===== src/rtl/serial_adder.sv =====
// rtl/serial_adder.sv - bit-serial add/subtract unit driving a single 1-bit full adder (optional flags: SERIAL_ADDER_FLAGS_EN)

module fullAdder (
    input  logic a_i,
    input  logic b_i,
    input  logic c_i,
    output logic sum_o,
    output logic co_o
);
    assign sum_o = a_i ^ b_i ^ c_i;
    assign co_o  = (a_i & b_i) | (c_i & (a_i ^ b_i));
endmodule

module serial_adder #(
    parameter int WIDTH = 64
) (
    input  logic             clk_i,
    input  logic             reset_n_i,
    input  logic             in_valid_i,
    output logic             in_ready_o,
    input  logic [WIDTH-1:0] A_i,
    input  logic [WIDTH-1:0] B_i,
    input  logic             sub_i,
    output logic             out_valid_o,
    input  logic             out_ready_i,
    output logic [WIDTH-1:0] result_o
`ifdef SERIAL_ADDER_FLAGS_EN
    ,
    output logic [3:0]       flags_o
`endif
);

    localparam int CNT_W = $clog2(WIDTH);

    typedef enum logic [1:0] {
        S_IDLE = 2'd0,
        S_RUN  = 2'd1,
        S_DONE = 2'd2
    } state_t;

    state_t             r_state;
    state_t             w_state_nxt;
    logic [WIDTH-1:0]   r_a_sh;
    logic [WIDTH-1:0]   r_b_sh;
    logic [WIDTH-1:0]   r_result;
    logic [CNT_W-1:0]   r_cnt;
    logic               r_c_q;
    logic               w_sum;
    logic               w_co;
    logic               w_accept;
    logic               w_last;
    logic [WIDTH-1:0]   w_result_nxt;

    assign w_accept     = (r_state == S_IDLE) && in_valid_i;
    assign w_last       = (r_state == S_RUN) && (r_cnt == CNT_W'(WIDTH - 1));
    assign w_result_nxt = {w_sum, r_result[WIDTH-1:1]};

    fullAdder u_fa (
        .a_i   (r_a_sh[0]),
        .b_i   (r_b_sh[0]),
        .c_i   (r_c_q),
        .sum_o (w_sum),
        .co_o  (w_co)
    );

    // State register
    always_ff @(posedge clk_i) begin
        if (!reset_n_i) begin
            r_state <= S_IDLE;
        end else begin
            r_state <= w_state_nxt;
        end
    end

    // Next-state logic: accept in IDLE, WIDTH bit cycles in RUN, hold in DONE until consumed
    always_comb begin
        w_state_nxt = r_state;
        case (r_state)
            S_IDLE:  if (in_valid_i)  w_state_nxt = S_RUN;
            S_RUN:   if (w_last)      w_state_nxt = S_DONE;
            S_DONE:  if (out_ready_i) w_state_nxt = S_IDLE;
            default: w_state_nxt = S_IDLE;
        endcase
    end

    // Datapath: load operands on accept (B inverted and carry-in set for subtract), then shift one bit per RUN cycle
    always_ff @(posedge clk_i) begin
        if (!reset_n_i) begin
            r_a_sh   <= '0;
            r_b_sh   <= '0;
            r_result <= '0;
            r_cnt    <= '0;
            r_c_q    <= 1'b0;
        end else if (w_accept) begin
            r_a_sh   <= A_i;
            r_b_sh   <= B_i ^ {WIDTH{sub_i}};
            r_c_q    <= sub_i;
            r_cnt    <= '0;
        end else if (r_state == S_RUN) begin
            r_a_sh   <= r_a_sh >> 1;
            r_b_sh   <= r_b_sh >> 1;
            r_c_q    <= w_co;
            r_result <= w_result_nxt;
            r_cnt    <= r_cnt + 1'b1;
        end
    end

`ifdef SERIAL_ADDER_FLAGS_EN
    logic [3:0] r_flags;

    // Flags captured on the final bit; r_c_q still holds the carry into the MSB at that edge
    always_ff @(posedge clk_i) begin
        if (!reset_n_i) begin
            r_flags <= 4'b0000;
        end else if (w_last) begin
            r_flags <= {w_sum, (w_result_nxt == '0), w_co, (r_c_q ^ w_co)};
        end
    end

    assign flags_o = r_flags;
`endif

    assign in_ready_o  = (r_state == S_IDLE);
    assign out_valid_o = (r_state == S_DONE);
    assign result_o    = r_result;

endmodule


===== config.mk =====
export PLATFORM = sky130hd
export DESIGN_NAME = serial_adder
export DESIGN_NICKNAME = d
export VERILOG_FILES = /design/src/rtl/serial_adder.sv
export SDC_FILE = /design/constraint.sdc
export NUM_CORES = 1
export LEC_CHECK = 0
export BUFFER_PORTS_ARGS = -buffer_cell sky130_fd_sc_hd__buf_2
export CAP_MARGIN = 40
export CORE_ASPECT_RATIO = 0.5
export CORE_MARGIN = 1
export CORE_UTILIZATION = 25
export CTS_CLUSTER_DIAMETER = 80
export DETAILED_ROUTE_END_ITERATION = 10
export GPL_TIMING_DRIVEN = 0
export PLACE_DENSITY_LB_ADDON = 0.2
export SYNTH_ARGS = -nofsm -noshare
export SYNTH_HDL_FRONTEND = slang
export SYNTH_SLANG_ARGS = --single-unit

===== constraint.sdc =====
create_clock -name clk_i -period 1.4 [get_ports clk_i]
set_input_delay 0.21 -clock clk_i [delete_from_list [all_inputs] [get_ports clk_i]]
set_output_delay 0.21 -clock clk_i [all_outputs]
set_load 0.01 [all_outputs]

Word-level counts from Yosys, hierarchy flattened
Index checks and enable logic that the tools add are counted.

word-level totals
  flip-flop bits (word level) = 201
  bits of input ports = 133
  output and inout port bits = 66
  word-level logic and storage cells = 38

operators by class
  add/sub/neg operators = 1
  equality and inequality tests = 6
  multiplexer cells = 10
  bitwise gates (word level) = 8
  reduce and logical (&&, ||, !) cells = 7

operators with widths
  kind                                                                      count
  64-bit 2-to-1 mux                                                         4
  64-bit XOR                                                                1
  6-bit by 1-bit adder with 6-bit output (second input constant)            1
  6-bit == test (second input constant)                                     1
  2-bit 2-to-1 mux                                                          3
  2-bit one-hot mux with 3 select lines                                     1
  2-bit inequality test (second input constant)                             2
  3-bit AND reduction                                                       1
  1-bit bitwise AND                                                         2
  2-bit by 1-bit == test with 1-bit output (second input constant)          1
  2-bit == test (second input constant)                                     1
  1-bit logical AND                                                         2
  2-bit logical NOT                                                         1
  1-bit 2-to-1 mux                                                          2
  2-bit by 1-bit inequality test with 1-bit output (second input constant)  1
  1-bit inverter                                                            2
  2-bit AND reduction                                                       1
  2-bit nonzero test                                                        1
  2-bit OR reduction                                                        1
  1-bit XOR                                                                 2
  1-bit bitwise OR                                                          1

Logic depth before layout (Yosys ltp)
  word-level depth = 5
  mapped depth = 6
  gate-level depth less buffers = 4

By module
Synthesis repeated with hierarchy kept, for this count alone.

unflattened totals
  cells, all modules = 979
  area total of the unflattened synthesis = 8894.8 sq um

modules (own cells, without submodules)
  module        times used  cells each  area each (sq um)
  serial_adder  1           978         8874.8
  fullAdder     1           1           20.0

Worst setup path after synthesis
OpenSTA, ideal clock, no wires.

  path kind = reg2reg
  start = register r_state[0]
  end = register r_b_sh[10]
  setup time = 0.122 ns
  data arrival time = 1.294 ns
  path slack = -0.015 ns
  cell stages (with the launch flop) = 7
  path buffers = 3
  period minus slack after synthesis = 1.415 ns
  cell sequence = dfxtp_1 buf_6 nor2b_1 and2_1 buf_6 buf_6 a221o_1

on the way
  cells in the longest elaborated chain, start to end = 3

RTL lines
  what                                                     RTL line  text
  start: declaration                                       41        state_t r_state;
  start signal: assignment                                 71        r_state <= w_state_nxt;
  2-bit logical NOT                                        54        assign w_accept = (r_state == S_IDLE) && in_valid_i;
  1-bit logical AND                                        54
  64-bit 2-to-1 mux or 2-bit nonzero test (tied branches)  -
  end signal: assignment                                   96        r_b_sh <= B_i ^ {WIDTH{sub_i}};
  end signal: assignment                                   101       r_b_sh <= r_b_sh >> 1;
  end: declaration                                         44        logic [WIDTH-1:0] r_b_sh;

Parallel ways exist; a longest one is shown, timed or not.
A chain may end at the register's enable or synchronous reset.

Final worst setup path
  start = register r_state[1]
  end = output in_ready_o

on the way
  cells in the longest elaborated chain, start to end = 1

RTL lines
  what               RTL line  text
  2-bit logical NOT  123       assign in_ready_o = (r_state == S_IDLE);
  end: declaration   20        output logic in_ready_o,

Every way passes these cells.

==> out/metrics.json <==
{
  "floorplanning": {
    "die_y_um": 134,
    "row_count": 47,
    "die_area_um2": 35700,
    "fp.dieW_um": 266,
    "io_pins": 199,
    "core_area_um2": 33700,
    "initial_core_util_pct": 25.9
  },
  "logic_synthesis": {
    "synth.yosys.seq_area_share_pct": 46.1,
    "synth.yosys.warnings": 0,
    "post_synth_inst_count": 976,
    "postSynthRegisterBits": 201,
    "synth_cell_types": 39,
    "synthesis.area_um2": 8730,
    "synthesized_area_divided_by_synthesized_cell_count_um2": 8.94,
    "proportion_of_synthesized_flip_flops_having_asynchronous_set_or_reset_pct": 0,
    "postSynthNetCount": 1111,
    "synth_edf_count": 0,
    "synth_ff_type": "sky130_fd_sc_hd__dfxtp_1"
  },
  "worst_setup_path": {
    "worst_setup_path_start": "r_state[1]",
    "critical_path.top_delay_family": "buffers and inverters",
    "worstRegToRegCells": 6,
    "path_cells": "buf_8 > clkbuf_16 > nor2_4 > buf_6",
    "cpPeakStageDelay_ns": 0.36,
    "r2r_slack_ns": -0.14,
    "setup.worst_path.start_class": "register",
    "timing.rr.end": "r_b_sh[36]",
    "critical_path_buf_inv_count": 3,
    "worstSetupPathDepth": 4,
    "slowest_stage": "sky130_fd_sc_hd__dfxtp_4",
    "worstPathArrival_ns": 1.35,
    "critical_path.max_fanout": 5,
    "critPathCapture": "in_ready_o",
    "required_ns": 1.19,
    "worstSetupEndpointType": "output port",
    "worst_setup_path_class": "register to output port",
    "rr_startpoint": "r_state[0]"
  },
  "pwr": {
    "leakage_nw": 5.09,
    "power_report.internal_total_w": 0.0106,
    "power_per_cell_area_nw_per_um2": 1130,
    "power.net_switching_w": 0.00363,
    "swShare_pct": 25.4,
    "power.ir.vdd_worst_mv": 0.646,
    "clock_power_share_pct": 40.9,
    "comb_power_share_pct": 15.2,
    "power.sequential.fraction_pct": 43.9
  },
  "run_status": {
    "violations_in_the_final_reports": "negative setup slack",
    "status": "finished, violations left"
  },
  "timing": {
    "clock.fmax_mhz": 641,
    "final_min_period_over_clock_period_pct": 111,
    "fin_setup_tns_ns": -10.81,
    "rsz0062_at_grt": "true",
    "finalHoldViolCount": 0,
    "finalMaxSlewViolations": 0,
    "setup_ws_ns": -0.161,
    "setup_viol_count_final": 120,
    "finalWorstPathRequiredPeriod_ns": 1.56,
    "tightest_slew_ns": 0.877,
    "timing.clock.skew_ns": 0.0126,
    "max-slew-margin-rel_pct": 41.6
  },
  "grt": {
    "grt_util_all_layers_pct": 14.1,
    "grt_first_pass_wirelength_mm": 40.9,
    "largest_net_degree_at_the_start_of_global_routing": 15,
    "vias_in_the_first_global_route": 7651,
    "leftover_overflow_at_the_end_of_global_routing": 0,
    "grt_antenna_before_repair": 2
  },
  "layout": {
    "filler_cell_count": 3421,
    "multiInputGateArea_um2": 4720,
    "post_route_cells_drive_above_1_share_pct": 35.3,
    "fin_nets": 1370,
    "area_growth_pct": 44.3,
    "seqCellArea_um2": 4030
  },
  "route": {
    "detail_route.wl_per_cell_um": 15.6,
    "drt_drc_violations_left": 0,
    "drtIter0Drc": 415,
    "per_cell_via_count_in_the_routed_design": 4.61,
    "ant_nets": 0,
    "via_count": 7912,
    "finalWirelength_mm": 26.7,
    "detailedRoute.firstPassIterationCount": 5
  },
  "flow_run": {
    "max_cap_viol_count": 0
  },
  "clock_network": {
    "clock_tree.htree_level_count": 1,
    "clkLatencyLatePin_ns": 0.51,
    "clock_pin_slew_of_the_registers_on_the_worst_case_setup_and_hold_paths_ns": 0.07,
    "cts_inserted_buffers": 21,
    "clock-root-buffer": "sky130_fd_sc_hd__clkbuf_16",
    "tritoncts_clock_tree": "yes",
    "cts_buffer_depth": 3,
    "numClockSinks": 201
  },
  "placed_design": {
    "detailedPlacementHpwl_mm": 18.3,
    "port_buffers": 196,
    "place_ws_ns": -0.479,
    "finalWeightedCongestion": 0.751
  },
  "min_path": {
    "hold_wc_path_type": "input port to register"
  }
}
-- worst min path at each step --
stage                   end         start  depth (start not counted)
2_1_floorplan    r_a_sh[63]       A_i[63]                          2
3_3_place_gp   result_o[42]  result_o[43]                          2
3_5_place_dp   result_o[29]  result_o[30]                          2
4_1_cts          r_a_sh[61]       A_i[61]                          3
5_1_grt          r_a_sh[59]       A_i[59]                          3
6_report         r_a_sh[61]       A_i[61]                          3
-- cell usage after synthesis, drive strengths merged, types with 2 or more instances --
master     n  area, um2
clkbuf    38        143
nand2    134        503
o22ai      4       25.0
buf       55        334
dfxtp    201       4020
o221a     28        315
a221o     63        631
xor2       2       17.5
xnor2     64        561
nor2     126        473
nand3      5       25.0
nor2b     32        200
o2bb2ai   32        280
or4        2       15.0
o21ai     37        185
clkinv     2       7.51
nand2b     2       20.0
o31ai      2       15.0
a21boi    66        495
a21oi     68        340
-- power groups by stage --
stage / clock (W) / combinational (W) / sequential [W]
after CTS: 0.00602 / 0.00184 / 0.00622
after detailed placement: 0 / 0.00162 / 0.00635
after floorplan: 0 / 0.00112 / 0.00630
after global placement: 0 / 0.00160 / 0.00634
final: 0.00584 / 0.00217 / 0.00627
after global routing: 0.00629 / 0.00236 / 0.00630
-- placed cells by master (no fill, tap or decap), drive strengths merged, types with 2 or more instances in the layout --
cell type    instances
clkbuf              71
or4                  2
a21oi               68
xnor2               64
clkinv               6
o21ai               37
o2bb2ai             32
o22ai                4
o221a               28
inv                  2
a21boi              66
nand2b               2
dfxtp              201
nor2b               32
o31ai                2
buf                281
nand2              134
clkinvlp             4
nor2               126
nand3                5
dlygate4sd3          2
bufinv               3
xor2                 2
a221o               63
-- layout make-up --
| class | instances | share of cell area [%] |
|---|---|---|
| multi-input combinational | 679 | 37.5 |
| sequential | 201 | 32.0 |
| timing repair buffer | 238 | 13.3 |
| buffer | 91 | 6.83 |
| tap | 465 | 4.62 |
| clock buffer | 25 | 4.45 |
| clock inverter | 12 | 1.19 |
| inverter | 3 | 0.129 |
| antenna | 1 | 0.0199 |
-- sequential cells by signal, summed over array words and instances, names as in the netlist --
signal    count
r_b_sh       64
r_c_q         1
r_state       2
r_cnt         6
r_a_sh       64
result_o     64
-- routing by layer --
layer / track usage [%] / wire (um) / share of wire [%] / vias up
met5: 0 / 13 / 0.049 / -
met4: 3.00 / 485 / 1.8 / 2
met3: 2.42 / 876 / 3.3 / 38
met2: 24.6 / 13300 / 50 / 131
met1: 18.1 / 12000 / 45 / 3788
li1: - / - / - / 3953
-- through the flow --
| step | utilization, % | power (W) | cell area [um2] | instances | hold WS, ns |
|---|---|---|---|---|---|
| 2_1_floorplan | - | 0.00741 | 8760 | 976 | 0.349 |
| 3_3_place_gp | 30.6 | 0.00794 | 10300 | 1637 | 0.447 |
| 3_5_place_dp | 30.6 | 0.00796 | 10300 | 1637 | 0.458 |
| 4_1_cts | 34.4 | 0.0141 | 11600 | 1694 | 0.000462 |
| 5_1_grt | 37.4 | 0.0150 | 12600 | 1715 | 0.0122 |
| 6_report | 37.4 | 0.0143 | 12600 | 1715 | 0.0182 |
-- cells by family after synthesis --
group	count (synthesis)	share of synthesized area, %
XOR/XNOR	66	6.62
buffers and inverters	96	5.59
adder cells (fa/ha/maj)	2	0.373
flip-flops	201	46.1
AO/OA/AOI/OAI	303	26.5
AND/OR/NAND/NOR	308	14.8
-- repair_timing --
item / in CTS / in global routing
gates resized for setup: 128 / 157
buffers inserted: 12 / 9
hold buffers: 2 / 0
endpoints found under the hold margin: 2 / 0
endpoints found under the setup margin: 192 / 195
pin swaps: 50 / 28
gates cloned: 6 / 13
-- worst register-to-register path, cell delays in order (launching register included) --
cell and delay, ns:
sky130_fd_sc_hd__dfxtp_4 0.38, sky130_fd_sc_hd__buf_6 0.13, sky130_fd_sc_hd__nor2b_4 0.13, sky130_fd_sc_hd__and2_4 0.17
sky130_fd_sc_hd__clkbuf_16 0.17, sky130_fd_sc_hd__buf_16 0.13, sky130_fd_sc_hd__a221o_1 0.31
Note: power is estimated with default switching activity, not from simulation.
